File: config.mk
export PLATFORM = sky130hd
export DESIGN_NAME = fb_writer
export DESIGN_NICKNAME = d
export VERILOG_FILES = /design/src/rtl/fb_pkg.sv /design/src/rtl/fb_xy_counter.sv /design/src/rtl/fb_writer.sv
export SDC_FILE = /design/constraint.sdc
export NUM_CORES = 1
export LEC_CHECK = 0
export ABC_AREA = 1
export CORE_ASPECT_RATIO = 1.2
export CORE_UTILIZATION = 48
export CTS_CLUSTER_DIAMETER = 120
export DETAILED_ROUTE_END_ITERATION = 7
export PLACE_DENSITY = 0.73
export SYNTH_ARGS = -nofsm -noshare
export SYNTH_HDL_FRONTEND = slang
export SYNTH_SLANG_ARGS = --single-unit
File: constraint.sdc
create_clock -name CLK -period 3.6 [get_ports CLK]
set_input_delay 0.9 -clock CLK [delete_from_list [all_inputs] [get_ports CLK]]
set_output_delay 0.9 -clock CLK [all_outputs]
set_load 0.01 [all_outputs]
File: src/rtl/fb_pkg.sv
// Shared types and constants for the framebuffer test-pattern writer.
package fb_pkg;

  typedef enum logic [1:0] {
    IDLE    = 2'd0,
    WRITE   = 2'd1,
    RELEASE = 2'd2,
    END     = 2'd3
  } state_e;

  localparam logic [15:0] COLOR_WHITE = 16'hFFFF;
  localparam logic [15:0] COLOR_BLACK = 16'h0000;
  localparam logic [1:0]  WB_SEL_ALL  = 2'b11;

  function automatic logic [15:0] grid_color(input logic x_on, input logic y_on);
    return (x_on || y_on) ? COLOR_WHITE : COLOR_BLACK;
  endfunction

endpackage

File: src/rtl/fb_xy_counter.sv
// Raster-order x/y position and linear pixel index; wraps to (0,0) after the last pixel.
module fb_xy_counter #(
  parameter int HDISP = 640,
  parameter int VDISP = 480,
  parameter int XW    = $clog2(HDISP),
  parameter int YW    = $clog2(VDISP),
  parameter int IW    = $clog2(HDISP * VDISP)
) (
  input  logic          CLK,
  input  logic          RST,
  input  logic          clr_i,
  input  logic          inc_i,
  output logic [XW-1:0] x_o,
  output logic [YW-1:0] y_o,
  output logic [IW-1:0] idx_o,
  output logic          last_o
);

  logic [XW-1:0] x_q, x_d;
  logic [YW-1:0] y_q, y_d;
  logic [IW-1:0] idx_q, idx_d;
  logic          eol;

  assign eol    = (x_q == XW'(HDISP - 1));
  assign last_o = eol && (y_q == YW'(VDISP - 1));
  assign x_o    = x_q;
  assign y_o    = y_q;
  assign idx_o  = idx_q;

  always_comb begin
    x_d   = x_q;
    y_d   = y_q;
    idx_d = idx_q;
    if (clr_i || (inc_i && last_o)) begin
      x_d   = '0;
      y_d   = '0;
      idx_d = '0;
    end else if (inc_i) begin
      idx_d = idx_q + IW'(1);
      if (eol) begin
        x_d = '0;
        y_d = y_q + YW'(1);
      end else begin
        x_d = x_q + XW'(1);
      end
    end else begin
      idx_d = idx_q;
    end
  end

  always_ff @(posedge CLK) begin
    if (RST) begin
      x_q   <= '0;
      y_q   <= '0;
      idx_q <= '0;
    end else begin
      x_q   <= x_d;
      y_q   <= y_d;
      idx_q <= idx_d;
    end
  end

endmodule

File: src/rtl/fb_writer.sv
// Wishbone master that paints a grid test pattern into the framebuffer,
// dropping cyc for one cycle every BURST writes so the vga reader can win the bus.
module fb_writer
  import fb_pkg::*;
#(
  parameter int HDISP = 640,
  parameter int VDISP = 480,
  parameter int GRID  = 16,
  parameter int BURST = 64
) (
  input  logic        CLK,
  input  logic        RST,
  input  logic        start,
  input  logic        loop,
  input  logic        wb_ack,
  output logic        wb_cyc,
  output logic        wb_stb,
  output logic        wb_we,
  output logic [1:0]  wb_sel,
  output logic [31:0] wb_adr,
  output logic [15:0] wb_dat,
  output logic        busy,
  output logic        done
);

  localparam int XW = $clog2(HDISP);
  localparam int YW = $clog2(VDISP);
  localparam int IW = $clog2(HDISP * VDISP);
  localparam int BW = $clog2(BURST + 1);
  localparam logic [XW-1:0] XMASK = XW'(GRID - 1);
  localparam logic [YW-1:0] YMASK = YW'(GRID - 1);
  localparam logic [XW-1:0] XLAST = XW'(HDISP - 1);
  localparam logic [BW-1:0] BLAST = BW'(BURST - 1);

  state_e        state_q, state_d;
  logic [BW-1:0] burst_q, burst_d;
  logic          cyc_q, cyc_d, busy_q, busy_d, done_q, done_d;
  logic [1:0]    sel_q, sel_d;
  logic [15:0]   dat_q, dat_d;
  logic [XW-1:0] x;
  logic [YW-1:0] y;
  logic [IW-1:0] idx;
  logic          last, inc, clr, x_hit, y_hit;

  assign inc = (state_q == WRITE) && wb_ack;
  assign clr = (state_q == IDLE);

  fb_xy_counter #(.HDISP(HDISP), .VDISP(VDISP)) u_xy (
    .CLK    (CLK),
    .RST    (RST),
    .clr_i  (clr),
    .inc_i  (inc),
    .x_o    (x),
    .y_o    (y),
    .idx_o  (idx),
    .last_o (last)
  );

  always_ff @(posedge CLK) begin
    if (RST) begin
      state_q <= IDLE;
      burst_q <= '0;
      cyc_q   <= 1'b0;
      busy_q  <= 1'b0;
      done_q  <= 1'b0;
      sel_q   <= 2'b00;
      dat_q   <= COLOR_BLACK;
    end else begin
      state_q <= state_d;
      burst_q <= burst_d;
      cyc_q   <= cyc_d;
      busy_q  <= busy_d;
      done_q  <= done_d;
      sel_q   <= sel_d;
      dat_q   <= dat_d;
    end
  end

  always_comb begin
    state_d = state_q;
    burst_d = burst_q;
    case (state_q)
      IDLE: begin
        if (start) state_d = WRITE;
        else       state_d = IDLE;
      end
      WRITE: begin
        if (wb_ack && last) begin
          state_d = END;
          burst_d = '0;
        end else if (wb_ack && (burst_q == BLAST)) begin
          state_d = RELEASE;
          burst_d = '0;
        end else if (wb_ack) begin
          burst_d = burst_q + BW'(1);
        end else begin
          state_d = WRITE;
        end
      end
      RELEASE: state_d = WRITE;
      END: begin
        if (loop) state_d = WRITE;
        else      state_d = IDLE;
      end
      default: begin
        state_d = IDLE;
        burst_d = '0;
      end
    endcase
  end

  // Grid hit for the pixel the counter holds after this edge: x+1 lands on the
  // grid exactly when x's low bits are all ones, so no adder or divider is needed.
  always_comb begin
    x_hit = ((x & XMASK) == '0);
    y_hit = ((y & YMASK) == '0);
    if (inc && (x == XLAST)) begin
      x_hit = 1'b1;
      y_hit = last ? 1'b1 : ((y & YMASK) == YMASK);
    end else if (inc) begin
      x_hit = ((x & XMASK) == XMASK);
    end else begin
      x_hit = ((x & XMASK) == '0);
    end
  end

  always_comb begin
    cyc_d  = (state_d == WRITE);
    busy_d = (state_d != IDLE);
    done_d = (state_d == END);
    sel_d  = cyc_d ? WB_SEL_ALL : 2'b00;
    dat_d  = cyc_d ? grid_color(x_hit, y_hit) : COLOR_BLACK;
  end

  assign wb_cyc = cyc_q;
  assign wb_stb = cyc_q;
  assign wb_we  = cyc_q;
  assign wb_sel = sel_q;
  assign wb_dat = dat_q;
  assign wb_adr = {{(31 - IW){1'b0}}, idx, 1'b0};
  assign busy   = busy_q;
  assign done   = done_q;

endmodule

==> impl_metrics.env <==
export IMPL_path_buf_inv=1
export IMPL_synth_seq_cells=51
export IMPL_internal_power_mw=0.773
export IMPL_use_met1=0.211
export IMPL_comb_power_share=0.110
export IMPL_cts_resized=0
export IMPL_synthesis_area_um2=2890
export IMPL_hold_viol=0
export IMPL_crit_end="wb_dat[9]"
export IMPL_r2r_start="u_xy.x_o[0]"
export IMPL_ff2ff_setup_slack_ns=1.50
export IMPL_cts_hold_buffers_added=0
export IMPL_crit_family="buffers and inverters"
export IMPL_postCtsSetupRepairBufs=0
export IMPL_power_frac_seq=0.567
export IMPL_post_route_period_util=0.667
export IMPL_cts_root_buf="clkbuf_8"
export IMPL_fin_worst_skew_ns=0.00755
export IMPL_nets=435
export IMPL_start_kind="flop"
export IMPL_grtUsageMet2=0.315
export IMPL_crit_cells=1
export IMPL_path_clk_slew_ns=0.08
export IMPL_layout_drive_gt1_share=0.0849
export IMPL_drt_pass1_iterations=4
export IMPL_vias=2375
export IMPL_fmax_mhz=417
export IMPL_tightestPinTransition_ns=0.551
export IMPL_antennaDiodeCount=0
export IMPL_gr_usage_all_layers=0.177
export IMPL_synth_warnings=0
export IMPL_r2r_end="u_xy.idx_o[4]"
export IMPL_layout_min_cycle_time_ns=2.40
export IMPL_initial_core_util=0.502
export IMPL_die_area_um2=6330
export IMPL_max_cap_violations=0
export IMPL_crit_path_end_kind="output pin"
export IMPL_cp_required_ns=2.70
export IMPL_leakagePower_nw=1.28
export IMPL_antenna_found_initial=0
export IMPL_fin_area_um2=3300
export IMPL_startpoint="wb_dat[14]"
export IMPL_p_per_area_nw_per_um2=309
export IMPL_yosysSeqAreaShare=0.354
export IMPL_grt_overflow=0
export IMPL_dieWidth_um=72.8
export IMPL_hold_path_class="reg2reg"
export IMPL_busiest_layer="met2"
export IMPL_die_y_um=86.9
export IMPL_final_common_cell="nand2_1"
export IMPL_num_rows=30
export IMPL_final_cell_mix="nand2_1, nor2_1, dfxtp_1, clkdlybuf4s50_1, inv_1"
export IMPL_fin_util=0.574
export IMPL_slowest_delay_ns=0.63
export IMPL_dp_cells=497
export IMPL_rsz0062_at_grt="false"
export IMPL_place_congestion=0.794
export IMPL_vias_per_cell=4.71
export IMPL_path_class="reg2out"
export IMPL_arrival_ns=1.50
export IMPL_wl_per_cell_um=10.7
export IMPL_finalMaxSlewViolations=0
export IMPL_dp_hpwl_um=4030
export IMPL_wl_um=5370
export IMPL_clock_latency_ns=0.30
export IMPL_clock_sinks=51
export IMPL_port_buffers=46
export IMPL_final_cells=504
export IMPL_cp_cell_sequence="clkdlybuf4s50_1"
export IMPL_setup_tns_final_ns=0
export IMPL_status="complete, no violations"
export IMPL_setup_viol_count_final=0
export IMPL_relSlewSlack=0.631
export IMPL_synth_cells=396
export IMPL_drc=0
export IMPL_ioPinCount=60
export IMPL_clkPwrFrac=0.324
export IMPL_rr_worst_depth=9
export IMPL_antenna_left=0
export IMPL_areaGrowthSynthToFinish_pct=14.3
export IMPL_p_sw_mw=0.247
export IMPL_use_met3=0.0370
export IMPL_drtIter0Drc=107
export IMPL_grt_pass1_vias=2140
export IMPL_avgSynthCellArea_um2=7.29
export IMPL_peakVddDrop_mv=0.236
export IMPL_grt_pass1_wl_um=8920
export IMPL_cts_tree="yes"
export IMPL_num_fill_cells=541
export IMPL_core_area_um2=5740
export IMPL_crit_path_top_delay_cell="clkdlybuf4s50_1"
export IMPL_place_area_um2=3210
export IMPL_worst_path_max_fanout=16
export IMPL_grt_max_degree=20
export IMPL_cts_buffers=5
export IMPL_switching_share=0.242
export IMPL_cts_max_level=2
export IMPL_synth_distinct_cells=32
export IMPL_clockBufferDepth=2
-- worst register-to-register path: stages (launching register included) --
cell and delay, ns:
dfxtp_1 0.44, ha_1 0.21, nand2_1 0.06, inv_1 0.07
nand2_1 0.11, nor2_4 0.16, nand2_4 0.10, o21ai_4 0.46
buf_4 0.31, nor2_1 0.07
-- cell families after synthesis --
group,Yosys count,synth area share
adder cells (fa/ha/maj),6,0.0260
XOR/XNOR,16,0.0486
flip-flops,51,0.354
other,1,0.00130
buffers and inverters,85,0.161
AO/OA/AOI/OAI,32,0.0642
AND/OR/NAND/NOR,205,0.345
-- routing by layer --
metal / vias up / wire [um]
li1: 1251 / -
met1: 1069 / 2470
met2: 51 / 2660
met3: 4 / 197
met4: 0 / 43
met5: - / 0
-- cell type report --
cell class	instances	area, um^2	share of cell area
Multi-Input combinational cell	272	1440	0.438
Sequential cell	51	1020	0.310
Timing Repair Buffer	47	468	0.142
Inverter	47	176	0.0535
Tap cell	80	100	0.0304
Clock buffer	6	82.6	0.0250
Clock inverter	1	5.00	0.00152
-- flip-flops by register name, summed over array words and instances, names as in the netlist --
register,flops
busy,1
u_xy.x_o,10
wb_sel,1
u_xy.idx_o,19
done,1
wb_dat,1
burst_q,7
u_xy.y_o,9
state_q,2
-- synth_stat cells --
master,number,share of area
nor3_2,1,0.0035
o21ai_4,1,0.0056
nand2_2,2,0.0043
inv_1,43,0.056
nand3_1,20,0.035
nor2_2,4,0.0087
nor2_4,5,0.020
xnor2_1,4,0.012
nand3_2,1,0.0035
o21bai_1,2,0.0052
nand2_4,5,0.020
a22oi_1,1,0.0026
buf_6,3,0.012
nor3_1,14,0.024
buf_4,32,0.083
a21oi_1,20,0.035
xor2_1,12,0.036
o21ai_2,1,0.0030
a211oi_1,1,0.0026
inv_2,4,0.0052
nand4_1,11,0.024
ha_1,6,0.026
nor2_8,2,0.014
o21ai_0,6,0.010
nor3b_1,1,0.0026
or2_2,2,0.0043
nand3b_1,3,0.0078
nand2_1,79,0.10
nor2_1,55,0.072
dfxtp_1,51,0.35
conb_1,1,0.0013
buf_2,3,0.0052
-- power by group through the flow --
stage / Sequential (mW) / Combinational, mW / Clock, mW
after floorplan: 0.592 / 0.0939 / 0
final: 0.578 / 0.112 / 0.330
after detailed placement: 0.592 / 0.113 / 0
after global routing: 0.580 / 0.122 / 0.363
after CTS: 0.578 / 0.113 / 0.342
after global placement: 0.591 / 0.111 / 0
-- worst min path at each step --
stage,from,endpoint,depth (start not counted)
2_1_floorplan,burst_q[6],burst_q[6],2
3_3_place_gp,burst_q[6],burst_q[6],2
3_5_place_dp,burst_q[6],burst_q[6],2
4_1_cts,burst_q[6],burst_q[6],2
6_report,burst_q[6],burst_q[6],2
5_1_grt,burst_q[6],burst_q[6],2
-- stage by stage --
stage / hold slack (ns) / total power [mW] / setup WS [ns]
after floorplan: 0.420 / 0.686 / 1.86
after global placement: 0.433 / 0.703 / 0.964
after detailed placement: 0.445 / 0.704 / 0.922
after CTS: 0.460 / 1.03 / 1.16
after global routing: 0.487 / 1.07 / 1.08
final: 0.464 / 1.02 / 1.20
(Power assumes the default switching activity.)
